===== config.mk =====
export PLATFORM = sky130hd
export DESIGN_NAME = fetch_stage
export DESIGN_NICKNAME = d
export VERILOG_FILES = /design/src/rtl/fetch_stage.sv
export SDC_FILE = /design/constraint.sdc
export NUM_CORES = 1
export LEC_CHECK = 0
export CORE_UTILIZATION = 35
export CTS_CLUSTER_DIAMETER = 200
export DETAILED_ROUTE_END_ITERATION = 10
export PLACE_DENSITY = 0.83
export SLEW_MARGIN = 20
export SYNTH_ARGS = -nofsm -noshare
export SYNTH_HDL_FRONTEND = slang
export SYNTH_SLANG_ARGS = --single-unit

===== constraint.sdc =====
create_clock -name clk -period 6.3 [get_ports clk]
set_clock_uncertainty 0.2 [all_clocks]
set_input_delay 1.26 -clock clk [delete_from_list [all_inputs] [get_ports clk]]
set_output_delay 1.26 -clock clk [all_outputs]
set_load 0.05 [all_outputs]

===== src/rtl/fetch_stage.sv =====
// IF stage of the 5-stage MIPS pipeline: owns the PC, picks the next fetch address,
// screens it for AdEL and hands instruction/PC/ExcCode/delay-slot flag to IF/ID.
module fetch_stage #(
  parameter logic [31:0] PC_RESET  = 32'h0000_3000,
  parameter logic [31:0] EXC_ENTRY = 32'h0000_4180,
  parameter logic [31:0] IM_BASE   = 32'h0000_3000,
  parameter logic [31:0] IM_TOP    = 32'h0000_6FFC
) (
  input  logic        clk,
  input  logic        reset,
  input  logic        stall,
  input  logic        exc_req,
  input  logic        eret,
  input  logic [31:0] epc,
  input  logic        br_taken,
  input  logic [31:0] br_target,
  input  logic        jmp,
  input  logic [31:0] jmp_target,
  input  logic        jr,
  input  logic [31:0] jr_target,
  input  logic        is_ctrl_d,
  output logic [31:0] im_addr,
  input  logic [31:0] im_rdata,
  output logic [31:0] instr_o,
  output logic [31:0] pc_o,
  output logic [6:0]  excode_o,
  output logic        bd_o,
  output logic [31:0] fetch_cnt
);

  localparam logic [6:0] EXC_ADEL = 7'd4;

  logic [31:0] pc_reg;
  logic [31:0] pc_next;
  logic [31:0] fetch_cnt_reg;
  logic        adel;
  logic        flush;

  // CP0 redirects beat the hazard stall; ID redirects wait for it to clear.
  always_comb begin
    pc_next = pc_reg;
    if (exc_req)       pc_next = EXC_ENTRY;
    else if (eret)     pc_next = epc;
    else if (stall)    pc_next = pc_reg;
    else if (jr)       pc_next = jr_target;
    else if (jmp)      pc_next = jmp_target;
    else if (br_taken) pc_next = br_target;
    else               pc_next = pc_reg + 32'd4;
  end

  always_ff @(posedge clk) begin
    if (reset) begin
      pc_reg        <= PC_RESET;
      fetch_cnt_reg <= 32'd0;
    end else begin
      pc_reg <= pc_next;
      if (!stall && !exc_req && !eret)
        fetch_cnt_reg <= fetch_cnt_reg + 32'd1;
    end
  end

  assign flush = exc_req | eret;
  assign adel  = (pc_reg[1:0] != 2'b00) || (pc_reg < IM_BASE) || (pc_reg > IM_TOP);

  // Memory is still addressed on AdEL; its data is replaced by a nop.
  assign im_addr   = pc_reg;
  assign pc_o      = pc_reg;
  assign instr_o   = adel ? 32'h0 : im_rdata;
  assign excode_o  = adel ? EXC_ADEL : 7'd0;
  assign bd_o      = is_ctrl_d & ~flush;
  assign fetch_cnt = fetch_cnt_reg;

endmodule


[Word-level counts from Yosys, hierarchy flattened]
Index checks and enable logic that the tools add are counted.
Cells by class
  reduce and logical (&&, ||, !) cells: 9
  multiplexer cells: 8
  add/sub/neg operators: 2
  eq/ne operators: 2
  bitwise gates (word level): 3
  $lt $le $gt $ge: 2
Operators by type and width (number)
  2-to-1 mux 32 bit: 6
  adder 32 x 1 -> 32 bit, second input constant: 1
  adder 32 x 3 -> 32 bit, second input constant: 1
  > comparator 32 x 15 -> 1 bit, second input constant: 1
  less-than comparator 32 x 14 -> 1 bit, second input constant: 1
  2-to-1 mux 15 bit: 1
  zero test 1 bit: 3
  2-to-1 mux 3 bit: 1
  != test 3 x 1 -> 1 bit, second input constant: 1
  logical AND 1 bit: 2
  logical OR 1 bit: 2
  != test 2 x 1 -> 1 bit, second input constant: 1
  nonzero test 2 bit: 1
  OR reduction 2 bit: 1
  AND 1 bit: 1
  NOT 1 bit: 1
  OR 1 bit: 1
Storage, ports and cells
  output and inout bits: 136
  register bits after elaboration: 64
  bits of input ports: 169

[Longest topological paths before layout]
  depth in word-level cells: 7
  gate-level depth with buffers: 7
  mapped depth without buffers: 6

[Worst setup path after synthesis]
OpenSTA, ideal clock, no wires.
  path type: input -> output
  start point: input port eret
  end point: output port bd_o
  arrival: 3038 ps
  stages: 4
  path slack: 1802 ps
  data required time: 4840 ps
  cell sequence: clkbuf_1 -> clkbuf_1 -> buf_1 -> nor3b_1
On the way
  word-level cells in the longest chain between the ends: 3
Ends and longest elaborated chain
  start: declaration: RTL line 13  | input logic eret,
  OR 1 bit: RTL line 62  | assign flush = exc_req | eret;
  NOT 1 bit: RTL line 70  | assign bd_o = is_ctrl_d & ~flush;
  AND 1 bit: RTL line 70
  end: declaration: RTL line 27  | output logic bd_o,
No other way between the ends.

[Worst setup path in the final report]
  start point: input port exc_req
  end point: output port bd_o
On the way
  word-level cells in the longest chain between the ends: 3
Ends and longest elaborated chain
  start: declaration: RTL line 12  | input logic exc_req,
  OR 1 bit: RTL line 62
  NOT 1 bit: RTL line 70
  AND 1 bit: RTL line 70
No other way between the ends.

==> flow_summary.json <==
{
  "h-tree-depth": 3,
  "path_buf_inv": 2,
  "setup.worst_path.start_class": "input port",
  "critPathMaxFanout": 12,
  "synthSimpleGateAreaFrac_pct": 30.22,
  "multi_input_area_um2": 3118,
  "viasPerCell": 5.494,
  "antenna_found_initial": 0,
  "power_density_nw_per_um2": 181.0,
  "grt_overflow": 0,
  "max_slew_margin_pct": 35.92,
  "hpwl_um": 14300,
  "crit_chain": "clkdlybuf4s50_1, nor3b_1, clkdlybuf4s50_1",
  "place_inst": 1068,
  "ctsLongestPathBuffers": 2,
  "worstHoldStart": "fetch_cnt[1]",
  "yosys_warnings": 0,
  "synthToLayoutAreaGrowth_pct": 64.83,
  "syn-cell-area_um2": 4902,
  "cp_top_family": "buffers and inverters",
  "grt_pass1_wl_um": 29400,
  "slowest_stage": "clkdlybuf4s50_1",
  "seqCellArea_um2": 1281,
  "synth.distinct_cells": 66,
  "worst_slew_pin_slew_ns": 0.9581,
  "cap_violations": 0,
  "grt_pass1_vias": 5531,
  "leakage_nw": 2.850,
  "antenna_cells": 0,
  "gp_congestion": 0.8597,
  "cts_setup_buffers": 0,
  "cts_resized": 0,
  "antenna_left": 0,
  "tritoncts": "built",
  "dieArea_um2": 14480,
  "synthArstFlopShare_pct": 0,
  "critical_path_arrival_ns": 2.97,
  "whs_path_depth": 2,
  "report.final.slew_viol_count": 0,
  "regToRegSetupSlack_ns": 3.76,
  "start_util_pct": 36.44,
  "core-area_um2": 13450,
  "yosys_most_used_dff": "dfxtp_1",
  "hold_path_end": "fetch_cnt[1]",
  "slowest_delay_ns": 0.83,
  "postCtsHoldBufs": 0,
  "io_pins": 305,
  "die_h_um": 120.4,
  "synth_fa_ha_area_share_pct": 0.5105,
  "synthCells": 662,
  "seq_area_frac_synth_pct": 26.14,
  "grt_start_max_net_pins": 54,
  "setup_viol": 0,
  "portBuffers": 298,
  "required_ns": 4.84,
  "synth-edff-count": 0,
  "timing.rr.start": "im_addr[14]",
  "placed_cell_area_um2": 7735,
  "min_path_type": "register to register",
  "root_buffer": "clkbuf_16",
  "synth_compound_area_share_pct": 23.58,
  "regToRegEndpoint": "im_addr[30]",
  "wl_um": 19490,
  "post_drt_wl_per_cell_um": 17.98,
  "rsz0062_at_grt": "no",
  "clk_pin_slew_ns": 0.05,
  "fin_util_pct": 60.06,
  "fp-row-count": 42,
  "avgSynthCellArea_um2": 7.405,
  "die_x_um": 120.4,
  "hold_viol": 0,
  "drc": 0,
  "fill_cells": 1231,
  "crit_path_end_kind": "output port",
  "period_needed_ns": 4.425,
  "fmax_ghz": 0.2260,
  "drtIter0Drc": 397,
  "clkSinkCount": 64,
  "crit_type": "input port to output port",
  "fin_area_um2": 8080,
  "vias": 5956,
  "nets": 1074,
  "synth_top_family_by_area": "simple AND/OR/NAND/NOR gates",
  "worstSkewPairLatency_ns": 0.33,
  "synth-seq-cells": 64,
  "cts_made_buffers": 9,
  "setup-tns-final_ns": 0,
  "power_mw": 1.463,
  "instances_no_fill": 1084,
  "crit_top_cell": "clkdlybuf4s50_1",
  "synthXorXnorAreaFrac_pct": 7.682,
  "reg2reg_depth": 5,
  "drive_gt1_share_pct": 4.626,
  "status": "completed",
  "irDropWorstVdd_mv": 0.1330,
  "timing.final.crit_share_pct": 70.24,
  "largest_reg_flops": 32,
  "muxShareOfSynthArea_pct": 1.046,
  "grt_use_total_pct": 25.81,
  "first_pass_iters": 5
}
-- cells in the final DEF, fill, tap and decap left out, types with 6 or more instances in the layout --
cell type	count
nor4_1	9
a21o_1	6
and3_1	8
a22oi_1	6
xor2_1	20
a211oi_1	8
a32oi_1	6
a221oi_1	16
or3_1	7
nor2_1	50
nand4_1	14
nor3_1	27
a21oi_1	23
nand2_1	53
nand2b_1	10
a221o_1	6
o21ai_0	39
xnor2_1	23
clkdlybuf4s50_1	296
clkbuf_16	9
dfxtp_1	64
conb_1	6
o22ai_1	15
and4_1	6
nor2b_1	10
and2_1	37
nand3_1	27
buf_4	10
inv_1	15
-- routing by layer --
metal	wire length (µm)	vias to the layer above	GRT usage (%)	share of wire, %
met1	7795	2780	31.37	40
met2	9531	307	44.58	49
li1	-	2845	-	-
met4	361	0	8.410	1.9
met5	0	-	0	0
met3	1797	24	6.085	9.2
-- where the power goes --
part	switching (mW)	internal (mW)	leakage, nW	total, mW
Combinational	0.242	0.196	2.16	0.438
Clock	0.195	0.387	0.166	0.582
Sequential	0.0264	0.417	0.521	0.443
-- synthesized netlist by cell type, types with 3 or more instances --
library cell	count	area share, %
dfxtp_1	64	26
nand2_1	53	4.1
nor2_1	50	3.8
buf_4	39	6.0
o21ai_0	39	4.0
and2_1	37	4.7
clkbuf_1	35	2.7
nor3_1	28	2.9
nand3_1	27	2.8
a21oi_1	23	2.3
xnor2_1	23	4.1
xor2_1	20	3.6
a221oi_1	16	2.9
inv_1	15	1.1
o22ai_1	15	1.9
nand4_1	14	1.8
nand2b_1	10	1.3
nor2b_1	10	1.3
nor4_1	9	1.1
a211oi_1	8	1.2
and3_1	8	1.0
buf_1	8	0.61
or3_1	7	0.89
a21o_1	6	0.92
a221o_1	6	1.2
a22oi_1	6	0.92
a32oi_1	6	1.1
and4_1	6	1.1
a31oi_1	5	0.64
o31ai_1	5	0.77
mux2i_1	4	0.82
o211ai_1	4	0.61
o21a_1	4	0.61
or2_2	4	0.51
a22o_1	3	0.54
clkinv_1	3	0.23
o221ai_1	3	0.54
or4_1	3	0.46
-- worst register-to-register path, cell delays in order (launching register included) --
cell	delay, ns
dfxtp_1	0.56
nand4_1	0.30
or3_1	0.63
nor3_1	0.28
mux2_2	0.37
a31oi_1	0.15
-- cell type report --
class	instances	area share, %
multi-input combinational	502	38.59
timing repair buffer	308	37.72
sequential	64	15.86
clock buffer	9	2.787
tap	176	2.725
clock inverter	7	1.487
inverter	18	0.8362
-- per-stage QoR --
step                      setup WS (ns)  hold slack, ns
final                             1.875          0.2999
after global routing              1.838          0.3342
after CTS                         1.869          0.2979
after detailed placement          1.868          0.2801
after global placement            1.890          0.2714
after floorplan                   1.802          0.4967
-- cells by family after synthesis --
group / after synthesis
buffers and inverters: 101
flip-flops: 64
adder cells (fa/ha/maj): 2
other: 1
AND/OR/NAND/NOR: 278
XOR/XNOR: 43
multiplexers: 5
AO/OA/AOI/OAI: 168
-- worst max path at each step --
stage	startpoint	depth (start not counted)	slack (ns)	endpoint
final	exc_req	3	1.87	bd_o
after global routing	exc_req	3	1.84	bd_o
after CTS	exc_req	3	1.87	bd_o
after detailed placement	exc_req	3	1.87	bd_o
after global placement	exc_req	3	1.89	bd_o
after floorplan	eret	4	1.80	bd_o
(Power assumes the default switching activity.)
